[src/rtl/can_rx_frame_gen.sv]
// CAN 2.0A data/remote frame generator driving a controller's rx pin.
// Serialises one descriptor per handshake with CRC-15, bit stuffing and ACK-slot sampling.
module can_rx_frame_gen #(
  parameter int BIT_CYCLES = 20,
  parameter int IFS_BITS   = 3
) (
  input  logic        clk_i,
  input  logic        rst_i,
  input  logic        frame_valid,
  output logic        frame_ready,
  input  logic [10:0] id,
  input  logic        rtr,
  input  logic [3:0]  dlc,
  input  logic [63:0] data,
  input  logic        ack_i,
  output logic        rx_o,
  output logic        bit_strobe,
  output logic        busy,
  output logic        done,
  output logic        ack_err
);

  localparam int CW = $clog2(BIT_CYCLES);
  localparam logic [CW-1:0] CYC_LAST = CW'(BIT_CYCLES - 1);
  localparam logic [CW-1:0] CYC_PRE  = CW'(BIT_CYCLES - 2);
  localparam logic [CW-1:0] CYC_MID  = CW'(BIT_CYCLES / 2);
  localparam logic [7:0]    EOF_LAST = 8'd6;
  localparam logic [7:0]    IFS_LAST = 8'(IFS_BITS - 1);

  typedef enum logic [2:0] {
    S_IDLE, S_FIELD, S_CRC_DEL, S_ACK, S_ACK_DEL, S_EOF, S_IFS
  } state_t;

  function automatic logic [14:0] crc_step(input logic [14:0] c, input logic b);
    logic nxt;
    nxt = b ^ c[14];
    return {c[13:0], 1'b0} ^ (nxt ? 15'h4599 : 15'h0000);
  endfunction

  state_t          state;
  logic [CW-1:0]   cyc;
  logic [7:0]      bcnt;
  logic [6:0]      idx;
  logic [6:0]      crc_end;
  logic [6:0]      end_idx;
  logic [81:0]     sh;
  logic [14:0]     crc;
  logic [2:0]      run;
  logic            last_lvl;
  logic            ack_smp;
  logic [6:0]      n_data;
  logic            nxt_bit;
  logic            accept;
  logic            field_adv;

  // DLC 9..15 still sends eight bytes
  always_comb begin
    n_data    = rtr ? 7'd0 : (dlc[3] ? 7'd64 : {1'b0, dlc[2:0], 3'b000});
    nxt_bit   = (idx < crc_end) ? sh[81] : crc[14];
    accept    = (state == S_IDLE) && frame_valid && frame_ready;
    field_adv = (state == S_FIELD) && (cyc == CYC_LAST) && (run != 3'd5) &&
                (idx != end_idx) && (idx < crc_end);
  end

  // Descriptor payload shifter: loaded on accept, advanced per unstuffed header/data bit
  always_ff @(posedge clk_i) begin
    if (accept) begin
      sh      <= {id, rtr, 2'b00, dlc, data};
      crc_end <= 7'd19 + n_data;
      end_idx <= 7'd34 + n_data;
    end else if (field_adv) begin
      sh <= {sh[80:0], 1'b0};
    end
  end

  always_ff @(posedge clk_i or posedge rst_i) begin
    if (rst_i) begin
      state       <= S_IDLE;
      cyc         <= '0;
      bcnt        <= '0;
      idx         <= '0;
      crc         <= '0;
      run         <= '0;
      last_lvl    <= 1'b1;
      ack_smp     <= 1'b0;
      rx_o        <= 1'b1;
      frame_ready <= 1'b1;
      busy        <= 1'b0;
      bit_strobe  <= 1'b0;
      done        <= 1'b0;
      ack_err     <= 1'b0;
    end else begin
      bit_strobe <= 1'b0;
      done       <= 1'b0;
      ack_err    <= 1'b0;
      if (state != S_IDLE) cyc <= (cyc == CYC_LAST) ? '0 : cyc + 1'b1;
      unique case (state)
        S_IDLE: if (accept) begin
          // SOF goes out immediately and is the first CRC/stuff bit
          crc         <= crc_step(15'h0000, 1'b0);
          idx         <= 7'd1;
          run         <= 3'd1;
          last_lvl    <= 1'b0;
          rx_o        <= 1'b0;
          bit_strobe  <= 1'b1;
          busy        <= 1'b1;
          frame_ready <= 1'b0;
          cyc         <= '0;
          state       <= S_FIELD;
        end
        S_FIELD: if (cyc == CYC_LAST) begin
          bit_strobe <= 1'b1;
          if (run == 3'd5) begin
            rx_o     <= ~last_lvl;
            last_lvl <= ~last_lvl;
            run      <= 3'd1;
          end else if (idx == end_idx) begin
            rx_o  <= 1'b1;
            state <= S_CRC_DEL;
          end else begin
            rx_o     <= nxt_bit;
            last_lvl <= nxt_bit;
            run      <= (nxt_bit == last_lvl) ? run + 3'd1 : 3'd1;
            idx      <= idx + 7'd1;
            crc      <= (idx < crc_end) ? crc_step(crc, nxt_bit) : {crc[13:0], 1'b0};
          end
        end
        S_CRC_DEL: if (cyc == CYC_LAST) begin
          bit_strobe <= 1'b1;
          state      <= S_ACK;
        end
        S_ACK: begin
          if (cyc == CYC_MID) ack_smp <= ack_i;
          if (cyc == CYC_LAST) begin
            bit_strobe <= 1'b1;
            state      <= S_ACK_DEL;
          end
        end
        S_ACK_DEL: if (cyc == CYC_LAST) begin
          bit_strobe <= 1'b1;
          bcnt       <= '0;
          state      <= S_EOF;
        end
        S_EOF: if (cyc == CYC_LAST) begin
          bit_strobe <= 1'b1;
          if (bcnt == EOF_LAST) begin
            bcnt  <= '0;
            state <= S_IFS;
          end else begin
            bcnt <= bcnt + 8'd1;
          end
        end
        S_IFS: begin
          // registered pulse lands on the final cycle of the last IFS bit
          if (cyc == CYC_PRE && bcnt == IFS_LAST) begin
            done    <= 1'b1;
            ack_err <= ack_smp;
          end
          if (cyc == CYC_LAST) begin
            if (bcnt == IFS_LAST) begin
              busy        <= 1'b0;
              frame_ready <= 1'b1;
              state       <= S_IDLE;
            end else begin
              bcnt       <= bcnt + 8'd1;
              bit_strobe <= 1'b1;
            end
          end
        end
        default: state <= S_IDLE;
      endcase
    end
  end

endmodule

[config.mk]
export PLATFORM = sky130hd
export DESIGN_NAME = can_rx_frame_gen
export DESIGN_NICKNAME = d
export VERILOG_FILES = /design/src/rtl/can_rx_frame_gen.sv
export SDC_FILE = /design/constraint.sdc
export NUM_CORES = 1
export LEC_CHECK = 0
export CORE_ASPECT_RATIO = 0.7
export CORE_UTILIZATION = 45
export DETAILED_ROUTE_END_ITERATION = 12
export PLACE_DENSITY = 0.74
export SLEW_MARGIN = 20
export SYNTH_ARGS = -nofsm -noshare
export SYNTH_HDL_FRONTEND = slang
export SYNTH_SLANG_ARGS = --single-unit
[constraint.sdc]
create_clock -name clk_i -period 18.11 [get_ports clk_i]
set_input_delay 3.622 -clock clk_i [delete_from_list [all_inputs] [get_ports clk_i]]
set_output_delay 3.622 -clock clk_i [all_outputs]
set_load 0.005 [all_outputs]
Yosys cells after proc, flatten, opt, wreduce, memory -nomap -nowiden --
Index checks and enable logic that the tools add are counted.
Storage, ports and cells: output and inout port bits 6, input port bits 84, bits in registers 145
Cells by class: bitwise operators 3, add/sub/neg operators 6, eq/ne operators 30, reductions and logical operators 21, mux-type cells 69, order comparisons 1
Operator list (number):
- 82-bit two-way mux | 2
- 15-bit two-way mux | 6
- 3-bit two-way mux | 15
- 7-bit two-way mux | 6
- 8-bit two-way mux | 5
- 15-bit one-hot mux with 2 select lines | 1
- 8-bit one-hot mux with 3 select lines | 1
- 2-bit != test, second input constant | 11
- 1-bit two-way mux | 21
- 3-bit one-hot mux with 7 select lines | 1
- 5-bit two-way mux | 4
- 15-bit XOR | 1
- 7-bit one-hot mux with 2 select lines | 1
- 3-bit == test, second input constant | 4
- 11-bit AND reduction | 1
- 5-bit == test, second input constant | 2
- 5-bit AND reduction | 2
- 8-bit by 1-bit adder with 8-bit output, second input constant | 1
- 8-bit by 2-bit == test with 1-bit output, second input constant | 1
- 8-bit by 3-bit == test with 1-bit output, second input constant | 1
- 1-bit one-hot mux with 2 select lines | 4
- 4-bit AND reduction | 2
- 5-bit by 7-bit adder with 7-bit output, first input constant | 1
- 6-bit by 7-bit adder with 7-bit output, first input constant | 1
- other kinds (23) | 35

Longest topological paths before layout --
depth in word-level cells 10, gate-level depth with buffers 9, depth with buffers taken out 8

Worst setup path before layout --
OpenSTA, ideal clock, no wires.
path type in2reg, start input port frame_valid, end register sh[0] (enable), setup slack 9.501 ns, cell stages on the path 4, library setup time 0.546 ns, path buffers 0, required time 17.564 ns, data arrival time 8.063 ns, path through nand2_1 -> o22ai_4 -> nand3b_4 -> o22ai_1
Between the ends: word-level cells in the longest chain between the ends 3
Ends and longest elaborated chain:
- from (decl) | RTL line 9 | input logic frame_valid,
- 1-bit logical AND (2 in series) | RTL line 60 | accept = (state == S_IDLE) && frame_valid && frame_ready;
- 2-bit nonzero test (no line)
- to (signal assigned) | RTL line 68 | sh <= {id, rtr, 2'b00, dlc, data};
- to (signal assigned) | RTL line 72 | sh <= {sh[80:0], 1'b0};
- to (decl) | RTL line 46 | logic [81:0] sh;
Every way passes these cells. A chain may end at the register's enable or synchronous reset.

Worst setup path in the final report --
start input port frame_valid, end register sh[61] (enable)
The elaborated chain is that of the path after synthesis.

==> metrics <==
leading cell type by number of instances after synthesis=a22o_1; CTS H-Tree Depth=4; post-synthesis sequential element count=138; WL/cell=16.89 µm; post-synthesis net count=561; total of hold buffers inserted after clock tree synthesis=0; area share of the leading cell type in the synthesized netlist=0.4226; slowest stage cell on the critical path=buf_4; routability congestion estimate from global placement=0.8083; Hold Violations, Final=0; result of the run=finished clean; Horiz. Die Dim=142.1 µm; capturing element type of the critical path=register; Netlist cell types=57; post-layout worst setup margin=12.36 ns; Initial DRT Pass Iterations=4; cell type with the highest aggregate area in the netlist=edfxtp_1; P&R area growth vs syn=27.14%; post-CTS setup repair buffer count=0; syn_area_per_cell=13.32 µm²; number of buffers inserted during clock tree synthesis=17; utilization after layout=0.5924; transition time of the tightest slew-check pin=1.062 ns; TritonCTS clock tree=done; DP Wirelength=8182 µm; ys async rst share=0.3551; die height=100.1 µm; first-pass GRT wire length=20490 µm; simple-gate share of the synthesized area=0.08156; total global routing track utilization=0.1896; YS warnings=0; Clock Tree Buf Depth=2; Placed Cells=716; count of nets after finishing=647; post-synthesis instance area=6182 µm²; setup slack after placement=11.91 ns; layout cell share with drive strength beyond 1=0.08526; final antenna-violating net count=0; top post-synthesis cells by count=88 x a22o_1, 87 x edfxtp_1, 46 x dfrtp_1; maximum number of pins on one net before global-route repair=98; clock latency on the worst-skew pair=0.42 ns; number of pins exceeding their max-slew limit in the final report=0; post-synthesis mux area share=0.01154; Die Area=14220 µm²; Critical Path, Cell by Cell=clkdlybuf4s50_1 > nand2_1 > o22ai_4 > nand3b_4 > o22ai_4 > buf_4; flop2flop setup slack=15.06 ns; Highest Clock Rate=0.1738 GHz; core box area=13270 µm²; via count of the first global-routing pass=3903; vias per std cell=5.434; critical path launch point type=input pin; post-detailed-routing wire length=12630 µm; setup repair after global routing missed its margin=false; Worst Clk Skew=0.009264 ns; share of synthesized area occupied by flip-flops and latches=0.6280; worst path required time=18.15 ns; number of setup violations in the final report=0; leading register cell type out of synthesis=edfxtp_1; number of cells traversed by the worst register-to-register path=5; Worst Path Max Fanout=80; P per Cell Area=92.77 nW/µm²; post-route minimum period=5.752 ns; MaxCap Viol Count=0; initial antenna violation count=0; antenna cell count=0; Site Rows=35; Boundary Pins=90; count of placed standard cells in the final layout, fillers left out=748; Hold Path Class=register to register; Synth Instances=464; dominant combinational cell family by area after synthesis=compound AO/OA/AOI/OAI gates; worst hold stages=2; # clock sinks=138; peak ir drop on the vdd network=0.06844 mV; delay of the slowest cell on the worst path=0.79 ns; Period Utilization, post-route=0.3176; drt initial violations=300; most frequent CP cell=o22ai_4; number of port buffers=89; Residual DRC=0; post-synthesis xor/xnor area fraction=0.03542; initial core utilization=0.4659; number of enable-type register cells in the synthesized netlist=87; cell leakage power=2.844 nW; Crit path arrival time=5.79 ns; normalized max-slew margin=0.2918; total negative slack for setup checks=0 ns; clock tree root buffer cell=clkbuf_16; cells taking the most area after synthesis=edfxtp_1 42%, dfrtp_1 19%, a22o_1 12%; routed via count=4065; adder-cell share of the synthesized area=0.02631; area fraction in compound gates after synthesis=0.1838; overflow left after global routing=0; clock slew seen by the registers of the worst setup and hold paths=0.06 ns; post-cts sizing count=0; Setup CP Type=input pin to register
==> layout by cell type (no fill, tap or decap), types with 3 or more instances in the layout <==
master	Yosys	layout
a21o_1	4	4
a21oi_1	10	10
a22o_1	88	88
a31oi_1	3	3
and2_1	5	5
and3_1	3	3
buf_4	7	3
bufinv_16	0	4
clkbuf_16	0	17
clkdlybuf4s50_1	0	89
clkinv_4	0	3
dfrtp_1	46	46
dfstp_2	3	3
edfxtp_1	87	87
ha_1	13	13
inv_1	20	19
inv_8	0	3
mux2i_1	6	6
nand2_1	20	20
nand2b_1	4	4
nand3_1	6	6
nand4_1	6	6
nor2_1	21	20
nor3_1	7	7
o21ai_0	23	23
o21ai_1	3	3
xnor2_1	16	16
xor2_1	9	9
==> cell type report <==
type	instances	area (µm²)
well taps	185	231.5
flip-flops and latches	138	3882
inverters	20	76.32
clock inverters	14	212.7
fillers	1027	5409
multi-input cells	281	2115
clock buffers	18	429.2
repair buffers	92	913.4
==> routing by layer <==
metal | vias to the layer above | track usage | share of wire
li1 | 1956 | - | -
met1 | 2017 | 0.2798 | 0.49
met2 | 79 | 0.2734 | 0.46
met3 | 13 | 0.04437 | 0.036
met4 | 0 | 0.06617 | 0.012
met5 | - | 0 | 0
==> final timing paths <==
check,start,to
setup / recovery,frame_valid,sh[61]
hold / removal,crc[10],crc[10]
setup reg to reg,state[0],sh[61]
hold reg to reg,crc[10],crc[10]
max in group asynchronous,rst_i,crc[0]
min in group asynchronous,rst_i,cyc[1]
==> worst max-delay path, delay by kind of cell <==
family          cells  cell delay, ns
buf+inv             2            1.27
simple gates        2            0.40
compound gates      2            0.43
==> flip-flops by register name (all words and copies together) (netlist names), 3 cells and up <==
name and cells:
run 3, sh 82, state 3, bcnt 8
end_idx 4, cyc 5, idx 7, crc_end 3
crc 15
==> power breakdown <==
group	leakage (nW)	switching [mW]	internal [mW]
registers	1.28	0	0.332
logic	1.26	0.00619	0.0162
clock network	0.307	0.140	0.235
total	2.84	0.146	0.583
==> through the flow <==
stage          hold slack (ns)  total power [mW]  area (µm²)
2_1_floorplan           0.4494            0.3413        6182
3_3_place_gp            0.4580            0.3609        7217
3_5_place_dp            0.4755            0.3611        7217
4_1_cts                 0.4889            0.7360        7859
5_1_grt                 0.5116            0.7492        7860
6_report                0.4851            0.7292        7860
==> logic make-up (layout without fill, tap and decap cells) <==
| group | Yosys count | in the layout |
|---|---|---|
| compound gates | 146 | 146 |
| xor+xnor | 25 | 25 |
| fa+ha+maj | 13 | 13 |
| buf+inv | 45 | 144 |
| flops | 138 | 138 |
| mux | 7 | 7 |
| simple gates | 90 | 90 |
Power figures use the tool's default switching activity.
